$ cat config.mk
export PLATFORM = sky130hd
export DESIGN_NAME = bmm_scheduler
export DESIGN_NICKNAME = d
export VERILOG_FILES = /design/src/rtl/bmm_scheduler.sv
export SDC_FILE = /design/constraint.sdc
export NUM_CORES = 1
export LEC_CHECK = 0
export CAP_MARGIN = 10
export CORE_MARGIN = 5
export CORE_UTILIZATION = 36
export DETAILED_ROUTE_END_ITERATION = 12
export PLACE_DENSITY = 0.73
export SLEW_MARGIN = 5
export SYNTH_ARGS = -nofsm -noshare
export SYNTH_HDL_FRONTEND = slang
export SYNTH_SLANG_ARGS = --single-unit
$ cat constraint.sdc
create_clock -name clk -period 1.8 [get_ports clk]
set_input_delay 0.36 -clock clk [delete_from_list [all_inputs] [get_ports clk]]
set_output_delay 0.36 -clock clk [all_outputs]
set_load 0.05 [all_outputs]
$ cat src/rtl/bmm_scheduler.sv
// Tile sequencer for one bmm_partial multiplier: walks the SIZE x SIZE product one
// BLOCK_SIZE x BLOCK_SIZE output tile at a time and emits tiles row-major over valid/ready.
module bmm_scheduler #(
    parameter int unsigned BLOCK_SIZE = 2,
    parameter int unsigned DATA_WIDTH = 4,
    parameter int unsigned SIZE       = 4,
    parameter int unsigned TIMEOUT    = 16,
    localparam int unsigned NB = SIZE / BLOCK_SIZE,
    localparam int unsigned IW = (NB > 1) ? $clog2(NB) : 1,
    localparam int unsigned OW = BLOCK_SIZE * SIZE * DATA_WIDTH,
    localparam int unsigned RW = BLOCK_SIZE * BLOCK_SIZE * DATA_WIDTH
) (
    input  logic          clk,
    input  logic          rst,
    input  logic          start,
    input  logic          abort,
    output logic          busy,
    output logic          done,
    output logic          err_timeout,
    output logic          a_rd_en,
    output logic [IW-1:0] a_rd_idx,
    input  logic [OW-1:0] a_rd_data,
    output logic          b_rd_en,
    output logic [IW-1:0] b_rd_idx,
    input  logic [OW-1:0] b_rd_data,
    output logic [OW-1:0] mm_A_rows,
    output logic [OW-1:0] mm_B_cols,
    output logic          mm_valid_in,
    input  logic          mm_valid_out,
    input  logic [RW-1:0] mm_AB_partial,
    output logic          res_valid,
    input  logic          res_ready,
    output logic [RW-1:0] res_data,
    output logic [IW-1:0] res_row,
    output logic [IW-1:0] res_col
);

    localparam int unsigned  CW      = $clog2(TIMEOUT + 1);
    localparam logic [IW-1:0] LastIdx = IW'(NB - 1);

    typedef enum logic [2:0] {
        StIdle,
        StFetch,
        StLoad,
        StIssue,
        StWait,
        StWrite,
        StDone
    } state_e;

    state_e        state_q, state_d;
    logic [IW-1:0] row_q, row_d;
    logic [IW-1:0] col_q, col_d;
    logic [CW-1:0] cnt_q, cnt_d;
    logic          err_q, err_d;
    logic [OW-1:0] a_rows_q, a_rows_d;
    logic [OW-1:0] b_cols_q, b_cols_d;
    logic [RW-1:0] res_data_q, res_data_d;
    logic [IW-1:0] res_row_q, res_row_d;
    logic [IW-1:0] res_col_q, res_col_d;

    always_ff @(posedge clk) begin
        if (!rst) begin
            state_q    <= StIdle;
            row_q      <= '0;
            col_q      <= '0;
            cnt_q      <= '0;
            err_q      <= 1'b0;
            a_rows_q   <= '0;
            b_cols_q   <= '0;
            res_data_q <= '0;
            res_row_q  <= '0;
            res_col_q  <= '0;
        end else begin
            state_q    <= state_d;
            row_q      <= row_d;
            col_q      <= col_d;
            cnt_q      <= cnt_d;
            err_q      <= err_d;
            a_rows_q   <= a_rows_d;
            b_cols_q   <= b_cols_d;
            res_data_q <= res_data_d;
            res_row_q  <= res_row_d;
            res_col_q  <= res_col_d;
        end
    end

    always_comb begin
        state_d    = state_q;
        row_d      = row_q;
        col_d      = col_q;
        cnt_d      = cnt_q;
        err_d      = err_q;
        a_rows_d   = a_rows_q;
        b_cols_d   = b_cols_q;
        res_data_d = res_data_q;
        res_row_d  = res_row_q;
        res_col_d  = res_col_q;

        // Abort freezes every register except the state, so err_timeout survives it.
        if (abort) begin
            state_d = StIdle;
        end else begin
            unique case (state_q)
                StIdle: begin
                    if (start) begin
                        state_d = StFetch;
                        row_d   = '0;
                        col_d   = '0;
                        err_d   = 1'b0;
                    end
                end
                StFetch: state_d = StLoad;
                StLoad: begin
                    a_rows_d = a_rd_data;
                    b_cols_d = b_rd_data;
                    state_d  = StIssue;
                end
                StIssue: begin
                    cnt_d   = '0;
                    state_d = StWait;
                end
                StWait: begin
                    if (mm_valid_out) begin
                        res_data_d = mm_AB_partial;
                        res_row_d  = row_q;
                        res_col_d  = col_q;
                        state_d    = StWrite;
                    end else begin
                        cnt_d = cnt_q + CW'(1);
                        if (cnt_d == CW'(TIMEOUT)) begin
                            err_d   = 1'b1;
                            state_d = StIdle;
                        end
                    end
                end
                StWrite: begin
                    if (res_ready) begin
                        if (row_q == LastIdx && col_q == LastIdx) begin
                            state_d = StDone;
                        end else begin
                            if (col_q == LastIdx) begin
                                col_d = '0;
                                row_d = row_q + IW'(1);
                            end else begin
                                col_d = col_q + IW'(1);
                            end
                            state_d = StFetch;
                        end
                    end
                end
                StDone:  state_d = StIdle;
                default: state_d = StIdle;
            endcase
        end
    end

    assign busy        = (state_q != StIdle);
    assign done        = (state_q == StDone);
    assign err_timeout = err_q;
    assign a_rd_en     = (state_q == StFetch);
    assign b_rd_en     = (state_q == StFetch);
    assign a_rd_idx    = row_q;
    assign b_rd_idx    = col_q;
    assign mm_A_rows   = a_rows_q;
    assign mm_B_cols   = b_cols_q;
    assign mm_valid_in = (state_q == StIssue);
    assign res_valid   = (state_q == StWrite);
    assign res_data    = res_data_q;
    assign res_row     = res_row_q;
    assign res_col     = res_col_q;

endmodule

== Word-level counts from Yosys, hierarchy flattened ==
Index checks and enable logic that the tools add are counted.

* Add/subtract/negate cells: 3
* Equal/unequal tests: 14
* Mux-type cells: 20
* Bitwise logic cells: 2
* Reductions and logical operators: 14

{| class="wikitable"
|+ Operators by type and width
! kind !! number
|-
| 3-bit one-hot mux with 6 select lines || 1
|-
| 3-bit two-way mux || 5
|-
| 5-bit one-hot mux with 2 select lines || 1
|-
| 5-bit AND reduction || 2
|-
| 3-bit == test (second input constant) || 3
|-
| 1-bit two-way mux || 9
|-
| 3-bit AND reduction || 3
|-
| 2-bit inequality test (second input constant) || 4
|-
| 3-bit by 2-bit == test with 1-bit output (second input constant) || 2
|-
| 1-bit one-hot mux with 2 select lines || 3
|-
| 6-bit AND reduction || 1
|-
| 2-bit nonzero test || 3
|-
| 5-bit by 1-bit adder with 5-bit output (second input constant) || 1
|-
| 5-bit == test (second input constant) || 1
|-
| 5-bit two-way mux || 1
|-
| 2-bit by 1-bit inequality test with 1-bit output (second input constant) || 2
|-
| 3-bit by 1-bit == test with 1-bit output (second input constant) || 1
|-
| 3-bit logical NOT || 1
|-
| 3-bit inequality test (second input constant) || 1
|-
| 3-bit nonzero test || 1
|-
| 1-bit adder (second input constant) || 2
|-
| 1-bit inverter || 2
|-
| 2-bit AND reduction || 1
|-
| 2-bit OR reduction || 1
|-
| 1-bit logical AND || 1
|}

* Bits in registers: 93
* Bits of input ports: 86
* Word-level logic and storage cells: 63

== Longest topological paths before layout ==
Gate-level depths: netlist (run 1).

* Depth in word-level cells: 5
* Mapped depth: 7
* Depth with buffers taken out: 5

== Worst setup path after synthesis (run 1) ==
OpenSTA, ideal clock, no wires.

* Path type: reg2out
* Start point: reg state_q[0]
* End point: out b_rd_en
* Arrival: 1.666 ns
* Required time: 1.440 ns
* Slack: -0.226 ns
* Cell stages (with the launch flop): 5
* Path buffers: 2
* Cells stage by stage: dfxtp_1 > buf_2 > nand2b_1 > nor2_1 > buf_4

* Longest elaborated chain between the ends: 1

{| class="wikitable"
|+ Ends and longest elaborated chain
! what !! line !! source
|-
| start: declaration || 51 || <nowiki>state_e state_q, state_d;</nowiki>
|-
| start signal: assignment || 64 || <nowiki>state_q <= StIdle;</nowiki>
|-
| start signal: assignment || 75 || <nowiki>state_q <= state_d;</nowiki>
|-
| 3-bit by 1-bit == test with 1-bit output || - ||
|-
| end: declaration || 23 || <nowiki>output logic b_rd_en,</nowiki>
|}

Every way passes these cells.

== Final worst setup path (run 1) ==
* Start point: reg state_q[0]
* End point: out busy

* Longest elaborated chain between the ends: 1

{| class="wikitable"
|+ Ends and longest elaborated chain
! what !! line !! source
|-
| 3-bit nonzero test || 158 || <nowiki>assign busy = (state_q != StIdle);</nowiki>
|-
| end: declaration || 17 || <nowiki>output logic busy,</nowiki>
|}

Every way passes these cells.

==> results of run 1 <==
==> power by group through the flow <==
stage               logic, W  registers [W]  clock network, W
finish              0.000497        0.00209           0.00155
global placement    0.000475        0.00214                 0
CTS                 0.000482        0.00209           0.00160
detailed placement  0.000479        0.00214                 0
global route        0.000524        0.00209           0.00170
floorplan           0.000143        0.00218                 0
==> cell type report <==
| class | instances | area (sq um) | share of cell area (%) |
|---|---|---|---|
| clock buffers | 10 | 138 | 2.43 |
| clock inverters | 6 | 91.3 | 1.61 |
| inverters | 3 | 11.3 | 0.198 |
| multi-input cells | 320 | 1530 | 27.0 |
| flip-flops and latches | 93 | 1870 | 33.0 |
| well taps | 133 | 166 | 2.93 |
| repair buffers | 196 | 1870 | 32.9 |
==> tightest hold or removal path, cell delays in order, from the launching register on <==
cell     delay [ns]
dfxtp_1        0.32
nand2_1        0.05
a21oi_1        0.05
==> metrics by stage <==
| step | TNS [ns] | util (%) |
|---|---|---|
| 2_1_floorplan | 0 | - |
| 3_3_place_gp | -0.427 | 55.8 |
| 3_5_place_dp | -3.18 | 55.8 |
| 4_1_cts | -0.0569 | 58.2 |
| 5_1_grt | -0.0475 | 58.6 |
| 6_report | 0 | 58.6 |
==> Yosys cell counts, types with 2 or more instances <==
cell / n / area, sq um
clkbuf_1: 10 / 37.5
a311oi_1: 2 / 17.5
and2_1: 4 / 25.0
buf_4: 7 / 52.6
buf_2: 14 / 70.1
nand2_1: 170 / 638
nand3b_1: 2 / 15.0
o21ai_0: 3 / 15.0
dfxtp_1: 93 / 1860
nor2_1: 12 / 45.0
nand2b_1: 4 / 25.0
nand3_1: 5 / 25.0
nor3b_1: 2 / 15.0
inv_1: 2 / 7.51
and3_1: 2 / 12.5
a21oi_1: 93 / 465
==> layer usage <==
metal	global-route usage, %	wire length [um]	vias to the layer above
met3	5.57	794	7
met4	4.01	112	0
met1	19.6	4290	1660
li1	-	-	1818
met5	0	0	-
met2	29.9	5280	101
==> state kept, by name (all words and copies together) (netlist names) <==
signal	flops
state_q	3
res_col	1
res_data	16
b_rd_idx	1
res_row	1
err_timeout	1
cnt_q	5
a_rd_idx	1
mm_A_rows	32
mm_B_cols	32
==> worst paths after layout <==
check	slack, ns	from	end	cells after the start
min reg2reg	0.46	mm_B_cols[5]$_SDFFE_PN0P_	mm_B_cols[5]$_SDFFE_PN0P_	2
min	0.46	mm_B_cols[5]$_SDFFE_PN0P_	mm_B_cols[5]$_SDFFE_PN0P_	2
max	0.03	state_q[0]$_SDFFE_PP0P_	busy	3
max reg2reg	0.13	state_q[0]$_SDFFE_PP0P_	state_q[2]$_SDFFE_PP0P_	5
==> kinds of logic after synthesis <==
kind of cell	after synthesis	share of synthesized area, %
adder cells (fa/ha/maj)	1	0.353
buffers and inverters	34	4.83
flip-flops	93	52.5
AND/OR/NAND/NOR	208	24.7
multiplexers	1	0.282
XOR/XNOR	1	0.247
AO/OA/AOI/OAI	109	17.1
==> timing repair <==
item,CTS,global route
setup endpoints to repair,6,5
resized for setup,3,5
setup buffers,0,2
pin swaps,0,1
==> summary.txt, run 1 <==
status: finished, final reports clean
hold_buf cts: 0
most frequent cells in the layout: 170 x nand2_1, 95 x buf_4, 93 x a21oi_1
Flop pwr share: 50.5%
total power: 0.00414 W
Slew Limit Fails: 0
pwr dens: 729 nW/um^2
Final Setup Violations: 0
f_max: 0.565 GHz
CP bufs+invs: 2
Num CTS Buffers: 9
Avg Inst Size Synth: 7.94 sq um
Async S/R FF share, synth: 0%
Lkg Pwr: 2.19 nW
gp weighted congestion: 0.747
gr usage total: 16.8%
First-pass DRT Iterations: 4
Slew headroom: 77.8%
Clock Tree Root: clkbuf_8
syn nets: 534
top-level I/O count: 177
Worst VDD drop: 0.000411 V
RSZ-0062 raised after global routing: true
Synth Instances: 447
routed via count: 3586
Top delay family on crit path: simple AND/OR/NAND/NOR gates
final non-filler cell total: 761
Worst Hold Class: register to register
Setup crit end kind: output pin
HPWL Detailed: 7.89 mm
Die Width: 109 um
Slew @ Worst Pin: 0.333 ns
initial DRC count: 208
commonest non-fill, non-tap cell in the layout: nand2_1
minimum clock period after layout: 1.77 ns
WS Path Type: register to output pin
Pint: 0.00319 W
CTS tree: built
Synth Warn #: 0
switching power: 0.000954 W
max_cap viols: 0
Antenna Violating Nets Remaining: 0
CTS Sinks: 93
number of fill cells: 899
CP startpoint kind: register
worst skew pair latency: 0.35 ns
crit path cell chain: buf_6, or3_4, buf_12
placed cell count: 743
critical path's slowest cell: or3_4
IO Port Bufs: 176
flip-flop and latch count after synthesis: 93
layout cells sized above 1: 22.3%
grt ovf: 0
number of synthesized flops with an enable pin: 0
Post-Place Setup Slack: -0.133 ns
critical path peak fanout: 8
row cnt: 36
antenna violations before repair: 0
P&R area growth vs syn: 59.9%
Mapped Area: 3550 sq um
# diodes: 0
combinational power share: 12.0%
# H-tree levels: 3
DRC: 0
Yosys cell types: 38
largest net degree at the start of global routing: 44
worst hold slack: 0.459 ns
slowest cell delay on critical path: 0.40 ns
WL/cell: 13.8 um
Seq/Total Area, Yosys: 52.5%
first-pass GRT wire length: 15.9 mm
clock group share of total power: 37.5%
Tcrit/Tclk final: 98.3%
Post-Route WL: 10.5 mm
clk_skew: 0.0115 ns
vias in the first global route: 3356
worst path required time: 1.44 ns
clk slew on worst S/H paths: 0.09 ns
Die H: 109 um
post-layout instance area: 5680 sq um
crit path DAT: 1.41 ns
Core Area: 9680 sq um
worst-case clock buffer depth: 2
Starting Density: 36.6%
most common flop cell mapped by yosys: dfxtp_1
Final #Nets: 710
final worst slack: 0.0297 ns
Cell Area, Placed: 5400 sq um
Switching Share: 23.0%
vias per cell: 4.71
die footprint: 11900 sq um
endpoints failing hold: 0
Power figures use the tool's default switching activity.
==> run 2, diff against run 1 <==
PLACE_DENSITY = 0.76   (was 0.73)
clock period = 1.45 ns   (was 1.8 ns; I/O delays follow)
==> run 2 against run 1 <==
  * Non-clock buffer count increased by 55
  * The run now ends with negative setup slack left
  * Largest cell class is now buffers
  * Die area unchanged
  * Global-route usage grew 9.7 points
==> summary.txt, run 2 (synthesized netlist as in run 1, its figures left out) <==
Slew @ Worst Pin: 0.405 ns
hold_buf cts: 0
WL/cell: 23.0 um
IO Port Bufs: 176
worst path required time: 1.16 ns
post-layout instance area: 8660 sq um
Final #Nets: 765
slowest cell delay on critical path: 0.39 ns
# diodes: 0
status: complete, but fails checks
worst-case clock buffer depth: 2
RSZ-0062 raised after global routing: true
crit path DAT: 1.48 ns
Slew headroom: 72.9%
Slew Limit Fails: 0
Worst VDD drop: 0.000461 V
routed via count: 4326
Top delay family on crit path: simple AND/OR/NAND/NOR gates
Tcrit/Tclk final: 122%
Starting Density: 36.6%
f_max: 0.565 GHz
# H-tree levels: 3
minimum clock period after layout: 1.77 ns
critical path's slowest cell: or3_4
worst hold slack: 0.465 ns
Post-Place Setup Slack: -0.411 ns
first-pass GRT wire length: 23.9 mm
top-level I/O count: 177
CTS Sinks: 93
Post-Route WL: 18.8 mm
clk_skew: 0.0106 ns
Clock Tree Root: clkbuf_8
Die Width: 109 um
failing checks: negative setup slack
HPWL Detailed: 8.68 mm
grt ovf: 0
Setup crit end kind: output pin
Worst Hold Class: input pin to register
crit path cell chain: buf_6, buf_6, or3_4, buf_12
First-pass DRT Iterations: 5
Cell Area, Placed: 6510 sq um
pwr dens: 628 nW/um^2
most frequent CP cell: buf_6
antenna violations before repair: 0
number of fill cells: 383
Die H: 109 um
Register Area: 1870 sq um
final worst slack: -0.319 ns
CTS tree: built
most frequent cells in the layout: 108 x buf_12, 88 x dfxtp_1, 85 x clkdlybuf4s50_1
clk slew on worst S/H paths: 0.10 ns
gr usage total: 26.6%
Core Area: 9680 sq um
max_cap viols: 0
post-layout util: 89.5%
row cnt: 36
layout cells sized above 1: 57.7%
P&R area growth vs syn: 144%
WS Path Type: register to output pin
critical path peak fanout: 2
Num CTS Buffers: 9
multi-input logic area: 2610 sq um
final setup TNS: -14.88 ns
Antenna Violating Nets Remaining: 0
vias in the first global route: 4448
CP bufs+invs: 3
DRC: 0
Lkg Pwr: 3.26 nW
worst skew pair latency: 0.36 ns
largest net degree at the start of global routing: 45
die footprint: 11900 sq um
Final Setup Violations: 86
endpoints failing hold: 0
gp weighted congestion: 0.861
vias per cell: 5.30
CP startpoint kind: register
commonest non-fill, non-tap cell in the layout: buf_12
initial DRC count: 196
==> run 2: final cells by class <==
type                    count  share of cell area, %
repair buffers            251                   43.8
clock inverters             5                  0.679
clock buffers              11                   1.75
flip-flops and latches     93                   21.6
inverters                   3                  0.130
multi-input cells         320                   30.1
well taps                 133                   1.92
==> run 2: timing repair <==
action,4_1_cts,5_1_grt
setup buffers,31,10
gates cloned,18,4
endpoints found under the setup margin,91,100
pin swaps,65,99
gates resized for setup,140,200
==> run 2: path summary, 6_finish.rpt <==
path / startpoint / depth (start not counted) / slack [ns] / to
min reg2reg: mm_A_rows[23]$_SDFFE_PN0P_ / 2 / 0.50 / mm_A_rows[23]$_SDFFE_PN0P_
max reg2reg: state_q[0]$_SDFFE_PP0P_ / 9 / -0.28 / mm_B_cols[26]$_SDFFE_PN0P_
max: state_q[0]$_SDFFE_PP0P_ / 4 / -0.32 / busy
min: b_rd_data[8] / 3 / 0.46 / mm_B_cols[8]$_SDFFE_PN0P_
==> run 2: stage by stage <==
stage,power (W),std cells
after detailed placement,0.00331,749
after global routing,0.00558,816
after floorplan,0.00289,447
final,0.00544,816
after CTS,0.00526,814
after global placement,0.00330,749
==> run 2: where the power goes <==
group	internal [W]	switching (W)	leakage [nW]	total, W
clock network	0.000894	0.00101	0.102	0.00190
logic	0.000510	0.000424	2.40	0.000934
registers	0.00257	0.0000321	0.752	0.00261
total	0.00398	0.00146	3.26	0.00544
==> run 2: worst register-to-register path, cell delays in order (launching register included) <==
cell     delay (ns)
dfxtp_2        0.34
buf_6          0.13
buf_6          0.12
nor4b_4        0.27
buf_6          0.18
buf_8          0.14
buf_12         0.11
buf_12         0.14
nand2_4        0.06
a21oi_2        0.17
==> run 2: metal layers <==
layer  GRT usage [%]  part of all wire (%)  up-vias
met5               0                     0        -
met4            7.93                   3.0        0
met3            6.81                   6.5       55
met2            51.4                    55      201
met1            27.9                    36     2118
li1                -                     -     1952
==> run 3, diff against run 2 <==
CORE_MARGIN = not set   (was 5)
==> run 3 against run 2 <==
  * Wire length decreased by 33%
  * Register-to-register slack improved by 0.11 ns
  * Via count decreased by 11%
  * Global-route usage down 4.3 points
  * First-iteration DRC count is 54% lower
  * Clock-buffer cell count is 1 lower
  * Critical path type unchanged
  * Power down 7.6%
  * The run still ends with negative setup slack left
  * Sequential power about the same
  * Combinational power is 21% lower
  * Worst setup slack better by 0.13 ns
==> summary.txt, run 3 (synthesized netlist as in run 1, its figures left out) <==
DRC: 0
Slew headroom: 77.5%
worst path required time: 1.16 ns
WS Path Type: register to output pin
clock group share of total power: 33.7%
pwr dens: 703 nW/um^2
HPWL Detailed: 8.38 mm
crit path cell chain: buf_6, or3_4, buf_12
final worst slack: -0.192 ns
Worst Hold Class: input pin to register
gp weighted congestion: 0.794
CP bufs+invs: 2
switching power: 0.00123 W
layout cells sized above 1: 30.0%
first-pass GRT wire length: 17.7 mm
CTS tree: built
CP startpoint kind: register
met2 Resource Use GR: 43.9%
Register Area: 1870 sq um
hold_buf cts: 0
IO Port Bufs: 176
Slew @ Worst Pin: 0.337 ns
Lkg Pwr: 2.55 nW
critical path's slowest cell: or3_4
vias per cell: 4.95
grt met3 use: 6.69%
largest net degree at the start of global routing: 44
P&R area growth vs syn: 102%
commonest non-fill, non-tap cell in the layout: nand2_1
status: complete, but fails checks
Final #Nets: 732
most frequent cells in the layout: 167 x nand2_1, 97 x buf_12, 90 x dfxtp_1
Post-Place Setup Slack: -0.441 ns
Num CTS Buffers: 9
Hold Startpoint: b_rd_data[8]
worst skew pair latency: 0.35 ns
GR Util met1: 22.2%
failing checks: negative setup slack
critical path startpoint: state_q[0]$_SDFFE_PP0P_
clk slew on worst S/H paths: 0.09 ns
row cnt: 35
Final Setup Violations: 64
die footprint: 10300 sq um
Clock Tree Root: clkbuf_8
Pint: 0.00379 W
Tcrit/Tclk final: 113%
# H-tree levels: 3
Top Usage Layer GRT: met2
final setup TNS: -3.55 ns
Starting Density: 37.7%
grt ovf: 0
slowest cell delay on critical path: 0.36 ns
RSZ-0062 raised after global routing: true
multi-input logic area: 1700 sq um
Post-Route WL: 12.5 mm
combinational power share: 14.6%
worst-case clock buffer depth: 2
critical path peak fanout: 5
Worst VDD drop: 0.000513 V
endpoints failing hold: 0
antenna violations before repair: 0
First-pass DRT Iterations: 4
worst reg2reg startpoint: state_q[2]$_SDFFE_PP0P_
Setup crit end kind: output pin
top-level I/O count: 177
Switching Share: 24.5%
clk_skew: 0.0102 ns
Flop pwr share: 51.7%
gr usage total: 22.3%
initial DRC count: 90
Core Area: 9420 sq um
CTS Sinks: 93
number of fill cells: 625
max_cap viols: 0
crit path DAT: 1.35 ns
minimum clock period after layout: 1.64 ns
WL/cell: 16.1 um
Top delay family on crit path: simple AND/OR/NAND/NOR gates
Die H: 101 um
Slew Limit Fails: 0
Antenna Violating Nets Remaining: 0
vias in the first global route: 3741
Die Width: 101 um
routed via count: 3852
# diodes: 0
f_max: 0.609 GHz
run 3: worst paths after layout:
kind | end | slack [ns] | cells past startpoint
max | busy | -0.19 | 3
min | mm_B_cols[8]$_SDFFE_PN0P_ | 0.47 | 3
max reg2reg | cnt_q[2]$_SDFFE_PN0P_ | -0.17 | 5
min reg2reg | res_col$_SDFFE_PN0P_ | 0.49 | 2
run 3: power groups by stage:
stage	registers, W	logic [W]	clock network (W)
floorplan	0.00270	0.000182	0
global placement	0.00265	0.000649	0
detailed placement	0.00266	0.000659	0
CTS	0.00260	0.000694	0.00174
global route	0.00260	0.000768	0.00183
finish	0.00260	0.000734	0.00170
run 3: metal layers:
layer  routed length [um]  vias to the layer above  part of all wire (%)
li1                     -                     1863                     -
met4                  314                        0                   2.5
met2                 6730                      171                    54
met5                    0                        -                     0
met1                 4500                     1796                    36
met3                  981                       22                   7.8
run 3: metrics by stage:
stage          instances  power [W]  hold slack [ns]  util (%)  cell area (sq um)
2_1_floorplan        447    0.00289            0.423         -               3570
3_3_place_gp         744    0.00330            0.479      68.9               6480
3_5_place_dp         744    0.00332            0.483      68.9               6480
4_1_cts              768    0.00504            0.460      72.4               6820
5_1_grt              778    0.00520            0.453      75.9               7150
6_report             778    0.00503            0.475      75.9               7150
run 3: final cells by class:
| cell class | instances | share of cell area [%] |
|---|---|---|
| clock buffers | 10 | 1.78 |
| clock inverters | 5 | 0.840 |
| inverters | 3 | 0.157 |
| multi-input cells | 320 | 23.8 |
| flip-flops and latches | 93 | 26.2 |
| well taps | 129 | 2.26 |
| repair buffers | 218 | 45.0 |
run 3: worst reg2reg max path, stage by stage, from the launching register on:
cell and delay, ns:
dfxtp_4 0.40, buf_6 0.10, or4b_4 0.51, a21o_4 0.28, a21oi_4 0.15, a211oi_2 0.08
run 3: timing repair:
action | 4_1_cts | 5_1_grt
cloned | 1 | 6
setup buffers | 8 | 5
endpoints found under the setup margin | 70 | 89
pin swaps | 7 | 11
resized for setup | 21 | 37
